### config.mk
export PLATFORM = sky130hd
export DESIGN_NAME = param_sync_fifo
export DESIGN_NICKNAME = d
export VERILOG_FILES = /design/src/rtl/fifo_pkg.sv /design/src/rtl/fifo_ram.sv /design/src/rtl/param_sync_fifo.sv
export SDC_FILE = /design/constraint.sdc
export NUM_CORES = 1
export LEC_CHECK = 0
export BUFFER_PORTS_ARGS = -buffer_cell sky130_fd_sc_hd__buf_2
export CAP_MARGIN = 20
export CORE_MARGIN = 1
export CORE_UTILIZATION = 50
export CTS_BUF_LIST = sky130_fd_sc_hd__clkbuf_8
export CTS_CLUSTER_DIAMETER = 120
export DETAILED_ROUTE_END_ITERATION = 16
export PLACE_DENSITY = 0.64
export SETUP_SLACK_MARGIN = 0.02
export SLEW_MARGIN = 20
export SYNTH_ARGS = -nofsm -noshare
export SYNTH_HDL_FRONTEND = slang
export SYNTH_HIERARCHICAL = 1
export SYNTH_SLANG_ARGS = --single-unit
### constraint.sdc
create_clock -name clk -period 3.7 [get_ports clk]
set_input_delay 0 -clock clk [delete_from_list [all_inputs] [get_ports clk]]
set_output_delay 0 -clock clk [all_outputs]
set_load 0.02 [all_outputs]
### src/rtl/fifo_pkg.sv
// Shared FIFO package: default geometry, threshold-range limits and a
// clog2-style helper reused by the FIFO family.
package fifo_pkg;

  localparam int DEF_DATA_W    = 8;
  localparam int DEF_ADDR_W    = 4;
  localparam int DEF_AF_THRESH = 14;
  localparam int DEF_AE_THRESH = 2;

  // Legal threshold ranges are AF in 1..DEPTH and AE in 0..DEPTH-1
  localparam int AF_MIN = 1;
  localparam int AE_MIN = 0;

  function automatic int clog2(input int v);
    int r;
    r = 0;
    for (int i = 0; i < 31; i++)
      if ((1 << i) < v) r = i + 1;
    return r;
  endfunction

  function automatic bit thresh_ok(
    input int af,
    input int ae,
    input int depth
  );
    return (af >= AF_MIN) && (af <= depth) &&
           (ae >= AE_MIN) && (ae <= depth - 1);
  endfunction

endpackage

### src/rtl/fifo_ram.sv
// Simple dual-port RAM; read is async when PARAM_SYNC_FIFO_FWFT_EN is
// defined, otherwise registered with an async-reset output register.
module fifo_ram #(
  parameter int DATA_W = 8,
  parameter int ADDR_W = 4
) (
  input  logic              clk,
  input  logic              rst,
  input  logic              we,
  input  logic [ADDR_W-1:0] waddr,
  input  logic [DATA_W-1:0] wdata,
  input  logic              re,
  input  logic [ADDR_W-1:0] raddr,
  output logic [DATA_W-1:0] rdata
);

  logic [DATA_W-1:0] mem [2**ADDR_W];

  always_ff @(posedge clk) begin
    if (we) mem[waddr] <= wdata;
  end

`ifdef PARAM_SYNC_FIFO_FWFT_EN
  logic unused_ok;
  assign unused_ok = rst | re;
  assign rdata     = mem[raddr];
`else
  logic [DATA_W-1:0] q;

  // A same-address write on a full push/pop returns the old word
  always_ff @(posedge clk or posedge rst) begin
    if (rst)     q <= '0;
    else if (re) q <= mem[raddr];
  end

  assign rdata = q;
`endif

endmodule

### src/rtl/param_sync_fifo.sv
// Parametrised single-clock FIFO with occupancy count, thresholds and
// sticky errors; PARAM_SYNC_FIFO_FWFT_EN selects first-word-fall-through.
module param_sync_fifo
  import fifo_pkg::*;
#(
  parameter int DATA_W    = DEF_DATA_W,
  parameter int ADDR_W    = DEF_ADDR_W,
  parameter int AF_THRESH = DEF_AF_THRESH,
  parameter int AE_THRESH = DEF_AE_THRESH
) (
  input  logic              clk,
  input  logic              rst,
  input  logic [DATA_W-1:0] din,
  input  logic              wr_en,
  input  logic              rd_en,
  input  logic              err_clr,
  output logic [DATA_W-1:0] dout,
  output logic              full,
  output logic              empty,
  output logic              almost_full,
  output logic              almost_empty,
  output logic [ADDR_W:0]   count,
  output logic              overflow,
  output logic              underflow
);

  localparam int CW = ADDR_W + 1;
  localparam logic [ADDR_W:0] DEPTH_C = CW'(2**ADDR_W);
  localparam logic [ADDR_W:0] AF_C    = CW'(AF_THRESH);
  localparam logic [ADDR_W:0] AE_C    = CW'(AE_THRESH);

  logic [ADDR_W-1:0] wr_ptr;
  logic [ADDR_W-1:0] rd_ptr;
  logic [ADDR_W:0]   count_nxt;
  logic              wr_acc;
  logic              rd_acc;
  logic [DATA_W-1:0] ram_q;

  assign rd_acc = rd_en & ~empty;
  assign wr_acc = wr_en & (~full | rd_acc);

  always_comb begin
    count_nxt = count;
    unique case ({wr_acc, rd_acc})
      2'b10:   count_nxt = count + 1'b1;
      2'b01:   count_nxt = count - 1'b1;
      default: count_nxt = count;
    endcase
  end

  // Flags come from count_nxt so they line up with count itself
  always_ff @(posedge clk or posedge rst) begin
    if (rst) begin
      wr_ptr       <= '0;
      rd_ptr       <= '0;
      count        <= '0;
      full         <= 1'b0;
      empty        <= 1'b1;
      almost_full  <= 1'b0;
      almost_empty <= 1'b1;
      overflow     <= 1'b0;
      underflow    <= 1'b0;
    end else begin
      wr_ptr       <= wr_ptr + ADDR_W'(wr_acc);
      rd_ptr       <= rd_ptr + ADDR_W'(rd_acc);
      count        <= count_nxt;
      full         <= count_nxt == DEPTH_C;
      empty        <= count_nxt == '0;
      almost_full  <= count_nxt >= AF_C;
      almost_empty <= count_nxt <= AE_C;
      if (err_clr) begin
        overflow  <= 1'b0;
        underflow <= 1'b0;
      end else begin
        if (wr_en & ~wr_acc) overflow  <= 1'b1;
        if (rd_en & ~rd_acc) underflow <= 1'b1;
      end
    end
  end

  fifo_ram #(
    .DATA_W (DATA_W),
    .ADDR_W (ADDR_W)
  ) u_ram (
    .clk   (clk),
    .rst   (rst),
    .we    (wr_acc),
    .waddr (wr_ptr),
    .wdata (din),
    .re    (rd_acc),
    .raddr (rd_ptr),
    .rdata (ram_q)
  );

`ifdef PARAM_SYNC_FIFO_FWFT_EN
  assign dout = empty ? '0 : ram_q;
`else
  assign dout = ram_q;
`endif

endmodule
==> metrics.md <==
| Metric | Value |
|---|---|
| Die height | `approximately 110 um` |
| Worst-path fanout max | `20` |
| Slew Limit Fails | `0` |
| Setup Crit Path Kind | `reg -> reg` |
| Die width | `roughly 110 um` |
| Yosys warning count | `6` |
| Fin. Hold Viols | `0` |
| Initial Util | `approximately half` |
| Synth Net Count | `335` |
| Total track usage | `19.8%` |
| Outcome | `finished, final reports clean` |
| CTS tree | `yes` |
| DRT Pass-1 Iters | `4` |
| Relative slew slack | `33.6%` |
| Fmax | `roughly 320 MHz` |
| Startpoint types | `flip-flop` |
| Total routed wirelength | `11500 um` |
| Antenna viol nets, final | `0` |
| Number of remaining DRC errors | `0` |
| Row count | `40` |
| Clock latency on the worst-skew pair | `440 ps` |
| CTS clk-pin slew, worst paths | `70 ps` |
| Asr flop ratio synth | `roughly 17%` |
| FF-to-FF path depth | `9` |
| Leak | `around 2.5 nW` |
| Final worst path period share | `84.4%` |
| Layout cells sized above 1 | `30.7%` |
| Worst vdd ir | `around 0.00038 V` |
| Post-Route Setup TNS | `0 ps` |
| Setup-failing EPs final | `0` |
| Post-route cell area | `between 7000 and 8000 um^2` |
| Clk sink count | `around 160` |
| CTS Buf Count | `17` |
| Port Buf Inserts | `31` |
| DRT iter0 DRCs | `220` |
| Most frequent cells in the layout | `edfxtp_1 (128), buf_2 (31), mux4_2 (26), nor2_1 (24), dfrtp_1 (24)` |
| GRT Residual Overflow | `0` |
| RR Startpoint | `empty$_DFF_PP1_` |
| DR vias/cell | `5.56` |
| Nets | `approximately 390` |
| Synthesized instance count | `315` |
| Post-layout minimum cycle time | `approximately 3100 ps` |
| CP Data Arrival Time | `about 3500 ps` |
| RSZ-0062 raised after global routing | `false` |
| Synth top area share | `61.2%` |
| Synth area leaders | `edfxtp_1 (61%), dfrtp_1 (10%), mux4_2 (9.3%)` |
| Post-CTS Setup Bufs | `0` |
| RePlAce Congestion | `0.754` |
| Worst Tran Pin Value | `993 ps` |
| Hold Path Sink | `wr_ptr[0]$_DFF_PP0_` |
| Max_cap viols | `0` |
| Pwr Total | `~0.0055 W` |
| Post-synth EDFFs | `128` |
| Vias | `3055` |
| Syn-to-layout area delta | `13.2%` |
| Clock Skews | `roughly 8.3 ps` |
| Netlist Area Pre-Place | `between 6000 and 7000 um^2` |
| Synth Flop Type | `edfxtp_1` |
| Routed length per instance | `between 20 and 25 um` |
| Class of the worst hold path | `in -> reg` |
| Largest net degree at the start of global routing | `21` |
| Synth cell types | `between 40 and 50` |
| Number of global-route vias before repair | `3169` |
| CTS max path bufs | `2` |
| H-tree depth | `4` |
| Core region area | `roughly 12000 um^2` |
| Post-synth top area cell | `edfxtp_1` |
| Most common cell after layout, fill and taps aside | `edfxtp_1` |
| CP endpoint kind | `flip-flop` |
| Sequential area share after synthesis | `a little under three quarters` |
| Initial antenna violation count | `0` |
| Root Driver | `clkbuf_8` |
| First-pass GRT wire length | `17700 um` |
| Post-Syn Area per Cell | `about 20 um^2` |
| Min-delay src | `wr_en` |
| Number of diodes | `0` |
| Worst Hold Depth | `4` |
| R2R setup slack | `roughly 580 ps` |
| CP required | `just over 4000 ps` |
| Worst R2R End | `almost_empty$_DFF_PP1_` |
| Power per cell area | `770 nW/um^2` |
| Synth Register Bits | `approximately 160` |
| DP HPWL | `around 7300 um` |
| Placed cell areas | `approximately 6500 um^2` |
| Top Ports | `32` |
| Die area | `about 13000 um^2` |
-- sequential cells by signal, summed over array words and instances (netlist names) --
name,flops
almost_empty,1
full,1
almost_full,1
underflow,1
rd_ptr,4
u_ram/mem,128
u_ram/rdata,8
empty,1
wr_ptr,4
count,5
overflow,1
-- metal layers --
metal / up-vias / track usage, % / routed length [um]
li1: 1377 / - / -
met1: 1584 / 26.2 / 4980
met2: 80 / 31.6 / 5790
met3: 14 / 4.66 / 603
met4: 0 / 8.66 / 157
met5: - / 0 / 0
-- worst max-delay path: stages (launching register included) --
cell,delay (ps)
dfstp_2,380
nand2b_1,160
inv_1,550
ha_1,470
xor2_1,130
ha_1,230
a211oi_1,450
nor4_4,110
xor2_2,190
a2111oi_2,350
-- cells by family (layout without fill, tap and decap cells) --
logic type	after synthesis	in the layout	share of synthesized area [%]
xor+xnor	10	10	1.51
simple gates	52	52	4.56
compound gates	29	29	4.48
flops	155	155	72.0
mux	41	41	13.3
fa+ha+maj	7	7	1.39
buf+inv	21	87	2.77
-- how the worst max path moves through the flow --
stage	start	to	cells past startpoint
after global placement	empty$_DFF_PP1_	almost_empty$_DFF_PP1_	9
after detailed placement	empty$_DFF_PP1_	almost_empty$_DFF_PP1_	9
after floorplan	empty$_DFF_PP1_	almost_empty$_DFF_PP1_	10
after CTS	empty$_DFF_PP1_	almost_empty$_DFF_PP1_	9
final	empty$_DFF_PP1_	almost_empty$_DFF_PP1_	9
after global routing	empty$_DFF_PP1_	almost_empty$_DFF_PP1_	9
-- synth_stat cells (all sizes together) (2+ instances only) --
cell    count
a211oi      2
inv         4
dfrtp      25
ha          7
edfxtp    128
mux2i       8
mux4       32
nor2       24
buf        16
dfstp       2
xnor2       3
xor2        7
nand2b      5
nand3       3
nand2       4
nand3b      2
o22ai       8
a221oi      8
nor3b       3
nor3        5
a21oi       4
-- final cells by class --
class / count / area (um^2)
repair buffers: 51 / 335
well taps: 168 / 210
flip-flops and latches: 155 / 4520
inverters: 4 / 15.0
clock inverters: 15 / 205
multi-input cells: 139 / 1590
fillers: 932 / 5000
clock buffers: 17 / 234
-- through the flow --
step,cells,setup WS [ps],util [%],hold slack (ps)
finish,549,576,58.7,44.7
global route,549,391,58.7,87.1
CTS,549,575,58.7,6.62
detailed placement,505,650,54.1,4.65
global placement,505,779,54.1,-14.0
floorplan,315,1150,-,-184
-- what timing repair did --
item                                   4_1_cts  5_1_grt
hold buffers                                12        0
gates resized for setup                      0        0
endpoints found under the hold margin      155        0
-- power breakdown --
part	internal [W]	switching (W)
clock	0.000790	0.000592
sequential	0.00219	0.000324
combinational	0.000748	0.000828
(Power assumes the default switching activity.)
